File: src/rtl/uart_transceiver.sv
// uart_transceiver: full-duplex UART with per-direction baud tick generation.
//
// Both directions latch baud_div, parity_mode and stop2 when a frame starts, so
// reprogramming mid-frame only affects the next frame. Each direction runs its own
// tick counter from its latched divisor; a tick occurs every baud_div+1 clk.
//
// Build option: define UART_RX_FIFO_EN to place an RX_FIFO_DEPTH-entry FIFO
// (data + flags) in front of the rx outputs. Otherwise a single holding register is used.
//
// Ports:
//   clk, reset                 clock, asynchronous active-low reset
//   baud_div                   tick every baud_div+1 clk cycles
//   parity_mode                00/11 none, 01 even, 10 odd
//   stop2                      two TX stop bits when 1
//   rx_uart / tx_uart          serial lines (tx idles high)
//   tx_data_valid/ready, tx_data
//                              TX byte handshake, LSB first on the line
//   rx_data_valid/ready, rx_data, rx_parity_error, rx_frame_error
//                              RX byte handshake; flags qualify rx_data
//   rx_overrun                 one-cycle pulse when a completed frame is dropped
module uart_transceiver #(
    parameter int DATA_WIDTH    = 8,
    parameter int OVERSAMPLE    = 16,
    parameter int DIV_WIDTH     = 16,
    parameter int RX_FIFO_DEPTH = 4
) (
    input  logic                  clk,
    input  logic                  reset,
    input  logic [DIV_WIDTH-1:0]  baud_div,
    input  logic [1:0]            parity_mode,
    input  logic                  stop2,
    input  logic                  rx_uart,
    output logic                  tx_uart,
    input  logic                  tx_data_valid,
    output logic                  tx_data_ready,
    input  logic [DATA_WIDTH-1:0] tx_data,
    output logic                  rx_data_valid,
    input  logic                  rx_data_ready,
    output logic [DATA_WIDTH-1:0] rx_data,
    output logic                  rx_parity_error,
    output logic                  rx_frame_error,
    output logic                  rx_overrun
);

    localparam int              OS_W     = $clog2(OVERSAMPLE) + 1;
    localparam logic [OS_W-1:0] OS_LAST  = OS_W'(OVERSAMPLE - 1);
    localparam logic [OS_W-1:0] OS_HALF  = OS_W'(OVERSAMPLE / 2 - 1);
    localparam logic [3:0]      BIT_LAST = 4'(DATA_WIDTH - 1);

    localparam logic [2:0] ST_IDLE   = 3'd0;
    localparam logic [2:0] ST_START  = 3'd1;
    localparam logic [2:0] ST_DATA   = 3'd2;
    localparam logic [2:0] ST_PARITY = 3'd3;
    localparam logic [2:0] ST_STOP   = 3'd4;

    // ---------------------------------------------------------------- transmitter
    logic [2:0]            tx_state_q, tx_state_d;
    logic [DIV_WIDTH-1:0]  tx_div_q, tx_div_d;
    logic [DIV_WIDTH-1:0]  tx_tcnt_q, tx_tcnt_d;
    logic [OS_W-1:0]       tx_samp_q, tx_samp_d;
    logic [3:0]            tx_bit_q, tx_bit_d;
    logic [DATA_WIDTH-1:0] tx_shift_q, tx_shift_d;
    logic                  tx_par_en_q, tx_par_en_d;
    logic                  tx_par_bit_q, tx_par_bit_d;
    logic                  tx_stop2_q, tx_stop2_d;
    logic                  tx_line_q, tx_line_d;
    logic                  tx_ready_q, tx_ready_d;
    logic                  tx_tick, tx_bit_end;

    assign tx_tick       = (tx_tcnt_q == tx_div_q);
    assign tx_uart       = tx_line_q;
    assign tx_data_ready = tx_ready_q;

    always_comb begin
        tx_state_d   = tx_state_q;
        tx_div_d     = tx_div_q;
        tx_tcnt_d    = tx_tcnt_q;
        tx_samp_d    = tx_samp_q;
        tx_bit_d     = tx_bit_q;
        tx_shift_d   = tx_shift_q;
        tx_par_en_d  = tx_par_en_q;
        tx_par_bit_d = tx_par_bit_q;
        tx_stop2_d   = tx_stop2_q;
        tx_bit_end   = 1'b0;

        if (tx_state_q == ST_IDLE) begin
            tx_tcnt_d = '0;
            tx_samp_d = '0;
            tx_bit_d  = '0;
            if (tx_data_valid && tx_ready_q) begin
                tx_state_d   = ST_START;
                tx_div_d     = baud_div;
                tx_shift_d   = tx_data;
                tx_par_en_d  = (parity_mode == 2'b01) || (parity_mode == 2'b10);
                tx_par_bit_d = (^tx_data) ^ (parity_mode == 2'b10);
                tx_stop2_d   = stop2;
            end
        end else begin
            if (tx_tick) begin
                tx_tcnt_d = '0;
                if (tx_samp_q == OS_LAST) begin
                    tx_samp_d  = '0;
                    tx_bit_end = 1'b1;
                end else begin
                    tx_samp_d = tx_samp_q + 1'b1;
                end
            end else begin
                tx_tcnt_d = tx_tcnt_q + 1'b1;
            end

            if (tx_bit_end) begin
                case (tx_state_q)
                    ST_START: begin
                        tx_state_d = ST_DATA;
                        tx_bit_d   = '0;
                    end
                    ST_DATA: begin
                        tx_shift_d = tx_shift_q >> 1;
                        if (tx_bit_q == BIT_LAST) begin
                            tx_bit_d   = '0;
                            tx_state_d = tx_par_en_q ? ST_PARITY : ST_STOP;
                        end else begin
                            tx_bit_d = tx_bit_q + 1'b1;
                        end
                    end
                    ST_PARITY: tx_state_d = ST_STOP;
                    ST_STOP: begin
                        // tx_bit_q counts stop bits already sent
                        if (tx_stop2_q && (tx_bit_q == 4'd0)) begin
                            tx_bit_d = 4'd1;
                        end else begin
                            tx_state_d = ST_IDLE;
                        end
                    end
                    default: tx_state_d = ST_IDLE;
                endcase
            end
        end

        // Line value is registered from the next state so the pin never glitches.
        case (tx_state_d)
            ST_START:  tx_line_d = 1'b0;
            ST_DATA:   tx_line_d = tx_shift_d[0];
            ST_PARITY: tx_line_d = tx_par_bit_d;
            default:   tx_line_d = 1'b1;
        endcase
        tx_ready_d = (tx_state_d == ST_IDLE);
    end

    always_ff @(posedge clk or negedge reset) begin
        if (!reset) begin
            tx_state_q   <= ST_IDLE;
            tx_div_q     <= '0;
            tx_tcnt_q    <= '0;
            tx_samp_q    <= '0;
            tx_bit_q     <= '0;
            tx_shift_q   <= '0;
            tx_par_en_q  <= 1'b0;
            tx_par_bit_q <= 1'b0;
            tx_stop2_q   <= 1'b0;
            tx_line_q    <= 1'b1;
            tx_ready_q   <= 1'b0;
        end else begin
            tx_state_q   <= tx_state_d;
            tx_div_q     <= tx_div_d;
            tx_tcnt_q    <= tx_tcnt_d;
            tx_samp_q    <= tx_samp_d;
            tx_bit_q     <= tx_bit_d;
            tx_shift_q   <= tx_shift_d;
            tx_par_en_q  <= tx_par_en_d;
            tx_par_bit_q <= tx_par_bit_d;
            tx_stop2_q   <= tx_stop2_d;
            tx_line_q    <= tx_line_d;
            tx_ready_q   <= tx_ready_d;
        end
    end

    // ---------------------------------------------------------------- receiver
    logic                  rx_s1_q, rx_s2_q, rx_prev_q;
    logic                  rx_fall;
    logic [2:0]            rx_state_q, rx_state_d;
    logic [DIV_WIDTH-1:0]  rx_div_q, rx_div_d;
    logic [DIV_WIDTH-1:0]  rx_tcnt_q, rx_tcnt_d;
    logic [OS_W-1:0]       rx_samp_q, rx_samp_d;
    logic [3:0]            rx_bit_q, rx_bit_d;
    logic [DATA_WIDTH-1:0] rx_shift_q, rx_shift_d;
    logic                  rx_par_en_q, rx_par_en_d;
    logic                  rx_par_odd_q, rx_par_odd_d;
    logic                  rx_perr_q, rx_perr_d;
    logic                  rx_tick, rx_bit_end, rx_done;
    logic [OS_W-1:0]       rx_samp_last;

    assign rx_fall      = rx_prev_q & ~rx_s2_q;
    assign rx_tick      = (rx_tcnt_q == rx_div_q);
    // Start bit is sampled at its midpoint; later bits one full bit apart from there.
    assign rx_samp_last = (rx_state_q == ST_START) ? OS_HALF : OS_LAST;

    always_comb begin
        rx_state_d   = rx_state_q;
        rx_div_d     = rx_div_q;
        rx_tcnt_d    = rx_tcnt_q;
        rx_samp_d    = rx_samp_q;
        rx_bit_d     = rx_bit_q;
        rx_shift_d   = rx_shift_q;
        rx_par_en_d  = rx_par_en_q;
        rx_par_odd_d = rx_par_odd_q;
        rx_perr_d    = rx_perr_q;
        rx_bit_end   = 1'b0;
        rx_done      = 1'b0;

        if (rx_state_q == ST_IDLE) begin
            rx_tcnt_d = '0;
            rx_samp_d = '0;
            rx_bit_d  = '0;
            if (rx_fall) begin
                rx_state_d   = ST_START;
                rx_div_d     = baud_div;
                rx_par_en_d  = (parity_mode == 2'b01) || (parity_mode == 2'b10);
                rx_par_odd_d = (parity_mode == 2'b10);
                rx_perr_d    = 1'b0;
            end
        end else begin
            if (rx_tick) begin
                rx_tcnt_d = '0;
                if (rx_samp_q == rx_samp_last) begin
                    rx_samp_d  = '0;
                    rx_bit_end = 1'b1;
                end else begin
                    rx_samp_d = rx_samp_q + 1'b1;
                end
            end else begin
                rx_tcnt_d = rx_tcnt_q + 1'b1;
            end

            if (rx_bit_end) begin
                case (rx_state_q)
                    // High at the start midpoint means the edge was a glitch.
                    ST_START: rx_state_d = rx_s2_q ? ST_IDLE : ST_DATA;
                    ST_DATA: begin
                        rx_shift_d = {rx_s2_q, rx_shift_q[DATA_WIDTH-1:1]};
                        if (rx_bit_q == BIT_LAST) begin
                            rx_bit_d   = '0;
                            rx_state_d = rx_par_en_q ? ST_PARITY : ST_STOP;
                        end else begin
                            rx_bit_d = rx_bit_q + 1'b1;
                        end
                    end
                    ST_PARITY: begin
                        rx_perr_d  = rx_s2_q ^ (^rx_shift_q) ^ rx_par_odd_q;
                        rx_state_d = ST_STOP;
                    end
                    ST_STOP: begin
                        rx_done    = 1'b1;
                        rx_state_d = ST_IDLE;
                    end
                    default: rx_state_d = ST_IDLE;
                endcase
            end
        end
    end

    always_ff @(posedge clk or negedge reset) begin
        if (!reset) begin
            rx_s1_q      <= 1'b1;
            rx_s2_q      <= 1'b1;
            rx_prev_q    <= 1'b1;
            rx_state_q   <= ST_IDLE;
            rx_div_q     <= '0;
            rx_tcnt_q    <= '0;
            rx_samp_q    <= '0;
            rx_bit_q     <= '0;
            rx_shift_q   <= '0;
            rx_par_en_q  <= 1'b0;
            rx_par_odd_q <= 1'b0;
            rx_perr_q    <= 1'b0;
        end else begin
            rx_s1_q      <= rx_uart;
            rx_s2_q      <= rx_s1_q;
            rx_prev_q    <= rx_s2_q;
            rx_state_q   <= rx_state_d;
            rx_div_q     <= rx_div_d;
            rx_tcnt_q    <= rx_tcnt_d;
            rx_samp_q    <= rx_samp_d;
            rx_bit_q     <= rx_bit_d;
            rx_shift_q   <= rx_shift_d;
            rx_par_en_q  <= rx_par_en_d;
            rx_par_odd_q <= rx_par_odd_d;
            rx_perr_q    <= rx_perr_d;
        end
    end

    // ---------------------------------------------------------------- rx output stage
`ifdef UART_RX_FIFO_EN
    localparam int PTR_W = (RX_FIFO_DEPTH > 1) ? $clog2(RX_FIFO_DEPTH) : 1;
    localparam int CNT_W = $clog2(RX_FIFO_DEPTH + 1);

    // Entry layout: {parity_error, frame_error, data}
    logic [DATA_WIDTH+1:0] fifo_mem [RX_FIFO_DEPTH];
    logic [DATA_WIDTH+1:0] rx_word, head_word;
    logic [PTR_W-1:0]      wr_ptr_q, rd_ptr_q;
    logic [CNT_W-1:0]      cnt_q;
    logic                  fifo_full, fifo_push, fifo_pop, overrun_q;

    assign rx_word   = {rx_perr_q, ~rx_s2_q, rx_shift_q};
    assign fifo_full = (cnt_q == CNT_W'(RX_FIFO_DEPTH));
    assign fifo_pop  = (cnt_q != '0) && rx_data_ready;
    // A pop on the same cycle frees a slot for the completing frame.
    assign fifo_push = rx_done && (!fifo_full || fifo_pop);
    assign head_word = fifo_mem[rd_ptr_q];

    always_ff @(posedge clk) begin
        if (fifo_push) begin
            fifo_mem[wr_ptr_q] <= rx_word;
        end
    end

    always_ff @(posedge clk or negedge reset) begin
        if (!reset) begin
            wr_ptr_q  <= '0;
            rd_ptr_q  <= '0;
            cnt_q     <= '0;
            overrun_q <= 1'b0;
        end else begin
            overrun_q <= rx_done && !fifo_push;
            if (fifo_push) begin
                wr_ptr_q <= wr_ptr_q + 1'b1;
            end
            if (fifo_pop) begin
                rd_ptr_q <= rd_ptr_q + 1'b1;
            end
            if (fifo_push && !fifo_pop) begin
                cnt_q <= cnt_q + 1'b1;
            end else if (fifo_pop && !fifo_push) begin
                cnt_q <= cnt_q - 1'b1;
            end
        end
    end

    // Gate with valid so nothing from uninitialised storage reaches the pins.
    assign rx_data_valid   = (cnt_q != '0);
    assign rx_data         = rx_data_valid ? head_word[DATA_WIDTH-1:0] : '0;
    assign rx_frame_error  = rx_data_valid & head_word[DATA_WIDTH];
    assign rx_parity_error = rx_data_valid & head_word[DATA_WIDTH+1];
    assign rx_overrun      = overrun_q;
`else
    logic                  hold_valid_q;
    logic [DATA_WIDTH-1:0] hold_data_q;
    logic                  hold_perr_q, hold_ferr_q, overrun_q;
    logic                  unused_fifo_depth;

    // Depth only matters when the FIFO is built.
    assign unused_fifo_depth = ^RX_FIFO_DEPTH;

    always_ff @(posedge clk or negedge reset) begin
        if (!reset) begin
            hold_valid_q <= 1'b0;
            hold_data_q  <= '0;
            hold_perr_q  <= 1'b0;
            hold_ferr_q  <= 1'b0;
            overrun_q    <= 1'b0;
        end else begin
            overrun_q <= rx_done && hold_valid_q && !rx_data_ready;
            if (rx_done && (!hold_valid_q || rx_data_ready)) begin
                hold_valid_q <= 1'b1;
                hold_data_q  <= rx_shift_q;
                hold_perr_q  <= rx_perr_q;
                hold_ferr_q  <= ~rx_s2_q;
            end else if (hold_valid_q && rx_data_ready) begin
                hold_valid_q <= 1'b0;
            end
        end
    end

    assign rx_data_valid   = hold_valid_q;
    assign rx_data         = hold_data_q;
    assign rx_parity_error = hold_valid_q & hold_perr_q;
    assign rx_frame_error  = hold_valid_q & hold_ferr_q;
    assign rx_overrun      = overrun_q;
`endif

endmodule

File: config.mk
export PLATFORM = sky130hd
export DESIGN_NAME = uart_transceiver
export DESIGN_NICKNAME = d
export VERILOG_FILES = /design/src/rtl/uart_transceiver.sv
export SDC_FILE = /design/constraint.sdc
export NUM_CORES = 1
export LEC_CHECK = 0
export BUFFER_PORTS_ARGS = -buffer_cell sky130_fd_sc_hd__buf_4
export CAP_MARGIN = 15
export CORE_UTILIZATION = 30
export CTS_CLUSTER_SIZE = 14
export DETAILED_ROUTE_END_ITERATION = 6
export GPL_TIMING_DRIVEN = 0
export HOLD_SLACK_MARGIN = 0.15
export SYNTH_ARGS = -nofsm -noshare
export SYNTH_HDL_FRONTEND = slang
export SYNTH_SLANG_ARGS = --single-unit
File: constraint.sdc
create_clock -name clk -period 4.25 [get_ports clk]
set_input_delay 0.85 -clock clk [delete_from_list [all_inputs] [get_ports clk]]
set_output_delay 0.85 -clock clk [all_outputs]
set_load 0.02 [all_outputs]
Word level (Yosys, flattened, before mapping)
Index checks and enable logic that the tools add are counted.

Input port bits: 32. Output and inout port bits: 14. Logic and storage cells: 155. Register bits after elaboration: 127.

Reduce and logical (&&, ||, !) cells: 33. Bitwise operators: 8. Mux-type cells: 56. Add/subtract/negate cells: 6. Equality and inequality tests: 23.

Operator list (count): $mux 16 (4); $mux 4 (9); $mux 3 (11); $add 16x1->16 const B (2); $eq 16x16->1 (2); $mux 8 (4); $mux 5 (6); $eq 3x2->1 const B (6); $mux 1 (17); $reduce_bool 2->1 (8); $reduce_xor 8->1 (2); $reduce_and 3->1 (5); $pmux 3 s4 (1); $pmux 4 s3 (1); $add 5x1->5 const B (2); $eq 3x1->1 const B (3); $logic_not 3->1 (3); $pmux 3 s3 (1); $add 4x1->4 const B (2); $eq 4x3->1 const B (2); $eq 3x3->1 const B (2); $logic_and 1x1->1 (6); $ne 3x3->1 const B (2); $reduce_and 2->1 (3); other kinds (15) (22).

Longest topological paths before layout
Depth after elaboration: 10. Mapped depth: 9. Mapped depth without buffers: 9.

Worst setup path after synthesis
OpenSTA, ideal clock, no wires.

Kind: input to register. From: input parity_mode[0]. To: register tx_line_q, in the netlist tx_uart. Arrival time: 2097 ps. Buffers on the path: 0. Slack: 2070 ps. Setup time: 83 ps. Data required time: 4167 ps. Stages: 9. Cell sequence: inv_1 ha_1 xnor2_1 xnor2_1 xnor2_1 xnor2_1 mux2_2 a21boi_0 o21bai_1.

Cells in the longest elaborated chain, start to end: 5.

RTL lines: start, declared (RTL line 30) `input logic [1:0] parity_mode,`; $eq 2x2->1 (RTL line 95) `tx_par_bit_d = (^tx_data) ^ (parity_mode == 2'b10);`; $xor 1x1->1 (RTL line 95); $mux 1 (RTL line 90) `if (tx_data_valid && tx_ready_q) begin`; $mux 1 (RTL line 86) `if (tx_state_q == ST_IDLE) begin`; named net tx_par_bit_d (RTL line 64) `logic tx_par_bit_q, tx_par_bit_d;`; $pmux 1 s3 (RTL line 141) `case (tx_state_d)`; named net tx_line_d (RTL line 66) `logic tx_line_q, tx_line_d;`; end signal, assigned (RTL line 173) `tx_line_q <= tx_line_d;`; end, declared (RTL line 66).

The timed path passes the listed nets, and every way through them passes these cells. A chain may end at the register's enable or synchronous reset.

Worst setup path after layout
From: register tx_state_q[0]. To: register tx_div_q[12].

Cells in the longest elaborated chain, start to end: 2.

RTL lines: start, declared (RTL line 57) `logic [2:0] tx_state_q, tx_state_d;`; start signal, assigned (RTL line 164) `tx_state_q <= tx_state_d;`; $logic_not 3->1 (RTL line 86); $reduce_and 2->1 (no line); end signal, assigned (RTL line 165) `tx_div_q <= tx_div_d;`; end, declared (RTL line 58) `logic [DIV_WIDTH-1:0] tx_div_q, tx_div_d;`.

Every way passes these cells.

==> impl_metrics.ini <==
[layout]
drive_gt1_frac = 0.245
final_area_mm2 = 0.00735
diodes = 0
n_fill_cell = 1979
areaGrowthSynthToFinish_pct = 20.8
nets = 656
utilization = 0.374

[detailed_routing]
wl_per_cell_um = 13.4
drt_iter0_drc = 305
first_pass_iters = 4
met3WireLength_um = 340
dr_wl_met2_um = 5610
maxUsedRoutingLayer = met4
via_count = 4111
wl_um = 12000
avgViaCountPerCell = 4.60
drtAntennaViolNets = 0
drc = 0
drt-met1-wl_um = 5880

[sta]
rsz0062_at_grt = no
fin_ws_ns = 1.72
whs_ns = 0.358
drv_slew = 0
fin_crit_sh = 0.596
fin_skew_ns = 0.0161
slew_headroom = 0.518
fmax_mhz = 395
hold_violations = 0
fin_crit_ns = 2.53
setup_tns_ns = 0
setup_viol = 0
tightest_slew_ns = 0.720

[clocking]
cts_resized = 0
clock_latency_ns = 0.42
cts_buffer_depth = 2
cts_tree = built
cts_made_buffers = 17
cts_setup_buffers = 0
htreeDepth = 4
clk_pin_slew_worst_paths_ns = 0.06
clock_sinks = 127
cts_hold_buf = 0
clockRootBuffer = clkbuf_16

[global_routing]
grt_pass1_wl_um = 20000
grt_pass1_vias = 3934
grt_overflow = 0
track_usage = 0.125
antenna_found_initial = 0
grt_max_degree = 86

[critical_path]
critPathSlowestCell = nor3_1
r2r-start = tx_state_q[0]
crit_path_start_kind = flop
worst_path_most_repeated_cell = buf_2
cp_cell_sequence = clkbuf_1, nor3_1, and3_1, buf_2, buf_2, mux2_2
max_stage_delay_ns = 0.59
crit_type = reg2reg
cp_max_fo = 10
worstSetupEndpointType = flop
startpoint = tx_state_q[0]
cp.required_ns = 4.55
critPathArrivalTime_ns = 2.83
critical_path.top_delay_family = simple AND/OR/NAND/NOR gates
reg2reg_slack_ns = 1.72
crit_buf_inv = 3

[yosys]
synth_fa_ha_area_frac = 0.0164
synth_simple_gate_area_share = 0.157
ys_types = 53
yosysTopAreaCell = dfrtp_1
synth-main-ff-cell = dfrtp_1
synth_cells = 551
syn_area_per_cell_um2 = 11.1
syn_area_mm2 = 0.00609
seq_area_frac_synth = 0.523
yosys-mux-area-fraction = 0.108
synth-compound-area-share = 0.0573
synth_most_common_cell = dfrtp_1
synth_edf_count = 0
synth-xor-area-share = 0.115
yosys.area.top_type_share = 0.505
synth_seq_cells = 127
async_reset_ff_frac = 1.00
synth_top_family_by_area = simple AND/OR/NAND/NOR gates
synthTopCellsByArea = dfrtp_1 51%, mux2_2 10%, xnor2_1 6.8%
yosys_warnings = 0
ys_top_cells_by_count = 123 x dfrtp_1, 64 x nor2_1, 55 x mux2_2
syn_nets = 591

[die]
die_w_um = 144
core_area_mm2 = 0.0197
die_h_um = 144
fp-row-count = 51
io_pins = 46
dieArea_mm2 = 0.0209
start_util = 0.310

[placement]
dpl_worst_slack_ns = 1.67
port_buffers = 45
dp_hpwl_um = 8440
gp_routability_congestion = 0.785
place_area_mm2 = 0.00679

[power]
ir_worst_vdd_uv = 288
p_leak_nw = 3.34
power_density_mw_per_mm2 = 532

[hold_path]
hold_class = in2async

[status]
outcome = finished clean

[job]
maxCapViolCount = 0
-- routing by layer --
| layer | vias up | GRT usage |
|---|---|---|
| met5 | - | 0 |
| met4 | 0 | 0.0515 |
| met3 | 14 | 0.0341 |
| met2 | 53 | 0.191 |
| met1 | 2011 | 0.167 |
| li1 | 2033 | - |
-- cell families after synthesis --
logic type                 Yosys count
adders and majority gates            8
DFF                                127
and+or+nand+nor                    193
AOI/OAI and AO/OA                   52
xor gates and xnor gates            80
muxes                               59
buffers and inverters               32
-- metrics by stage --
step | cells | power, mW
6_report | 894 | 3.92
5_1_grt | 894 | 4.15
4_1_cts | 894 | 3.98
3_5_place_dp | 862 | 2.58
3_3_place_gp | 861 | 2.55
2_1_floorplan | 551 | 2.33
-- flip-flops by register name, indices dropped and copies added, names as in the netlist, 3 cells and up --
| register | cells |
|---|---|
| rx_shift_q | 8 |
| tx_state_q | 3 |
| tx_shift_q | 8 |
| rx_data | 8 |
| rx_tcnt_q | 16 |
| rx_div_q | 16 |
| tx_samp_q | 5 |
| tx_bit_q | 4 |
| rx_state_q | 3 |
| rx_samp_q | 5 |
| tx_tcnt_q | 16 |
| tx_div_q | 16 |
| rx_bit_q | 4 |
-- final cells by class --
class                   instances  area, um^2  share of cell area
multi-input cells             392        2770               0.377
plain buffers                  19        88.8              0.0121
clock inverters                10        88.8              0.0121
repair buffers                 46         369              0.0502
inverters                      13        48.8             0.00664
well taps                     265         332              0.0451
flip-flops and latches        127        3180               0.433
clock buffers                  22         474              0.0645
-- worst paths after layout --
check / cells past startpoint / to
max: 6 / tx_div_q[12]
min: 1 / rx_tcnt_q[9]
max reg2reg: 6 / tx_div_q[12]
min reg2reg: 0 / rx_s2_q
max in group asynchronous: 2 / tx_uart
min in group clk: 0 / rx_s2_q
-- cell usage in the layout (no fill, tap or decap), drive strengths merged, types with 5 or more instances in the layout --
cell | netlist | layout
xor2 | 33 | 33
a22oi | 7 | 7
xnor2 | 47 | 47
o21ai | 15 | 15
clkinv | 0 | 5
nor3 | 9 | 9
clkbuf | 10 | 32
nand2 | 44 | 44
buf | 9 | 55
ha | 8 | 8
and3 | 13 | 13
a22o | 7 | 7
mux2 | 56 | 56
nand4 | 11 | 11
nor4 | 7 | 7
a21oi | 10 | 10
nand3 | 20 | 20
inv | 13 | 13
nor2 | 64 | 64
dfrtp | 123 | 123
-- report_power, final --
group	leakage, nW	internal [mW]	switching (mW)
clock	0.268	0.846	0.523
combinational	1.43	0.436	0.391
sequential	1.64	1.49	0.233
-- worst register-to-register path: stages (launching register included) --
cell and delay [ns]:
dfrtp_1 0.36, clkbuf_1 0.20, nor3_1 0.59, and3_1 0.32
buf_2 0.27, buf_2 0.31, mux2_2 0.37
Note: power is estimated with default switching activity, not from simulation.
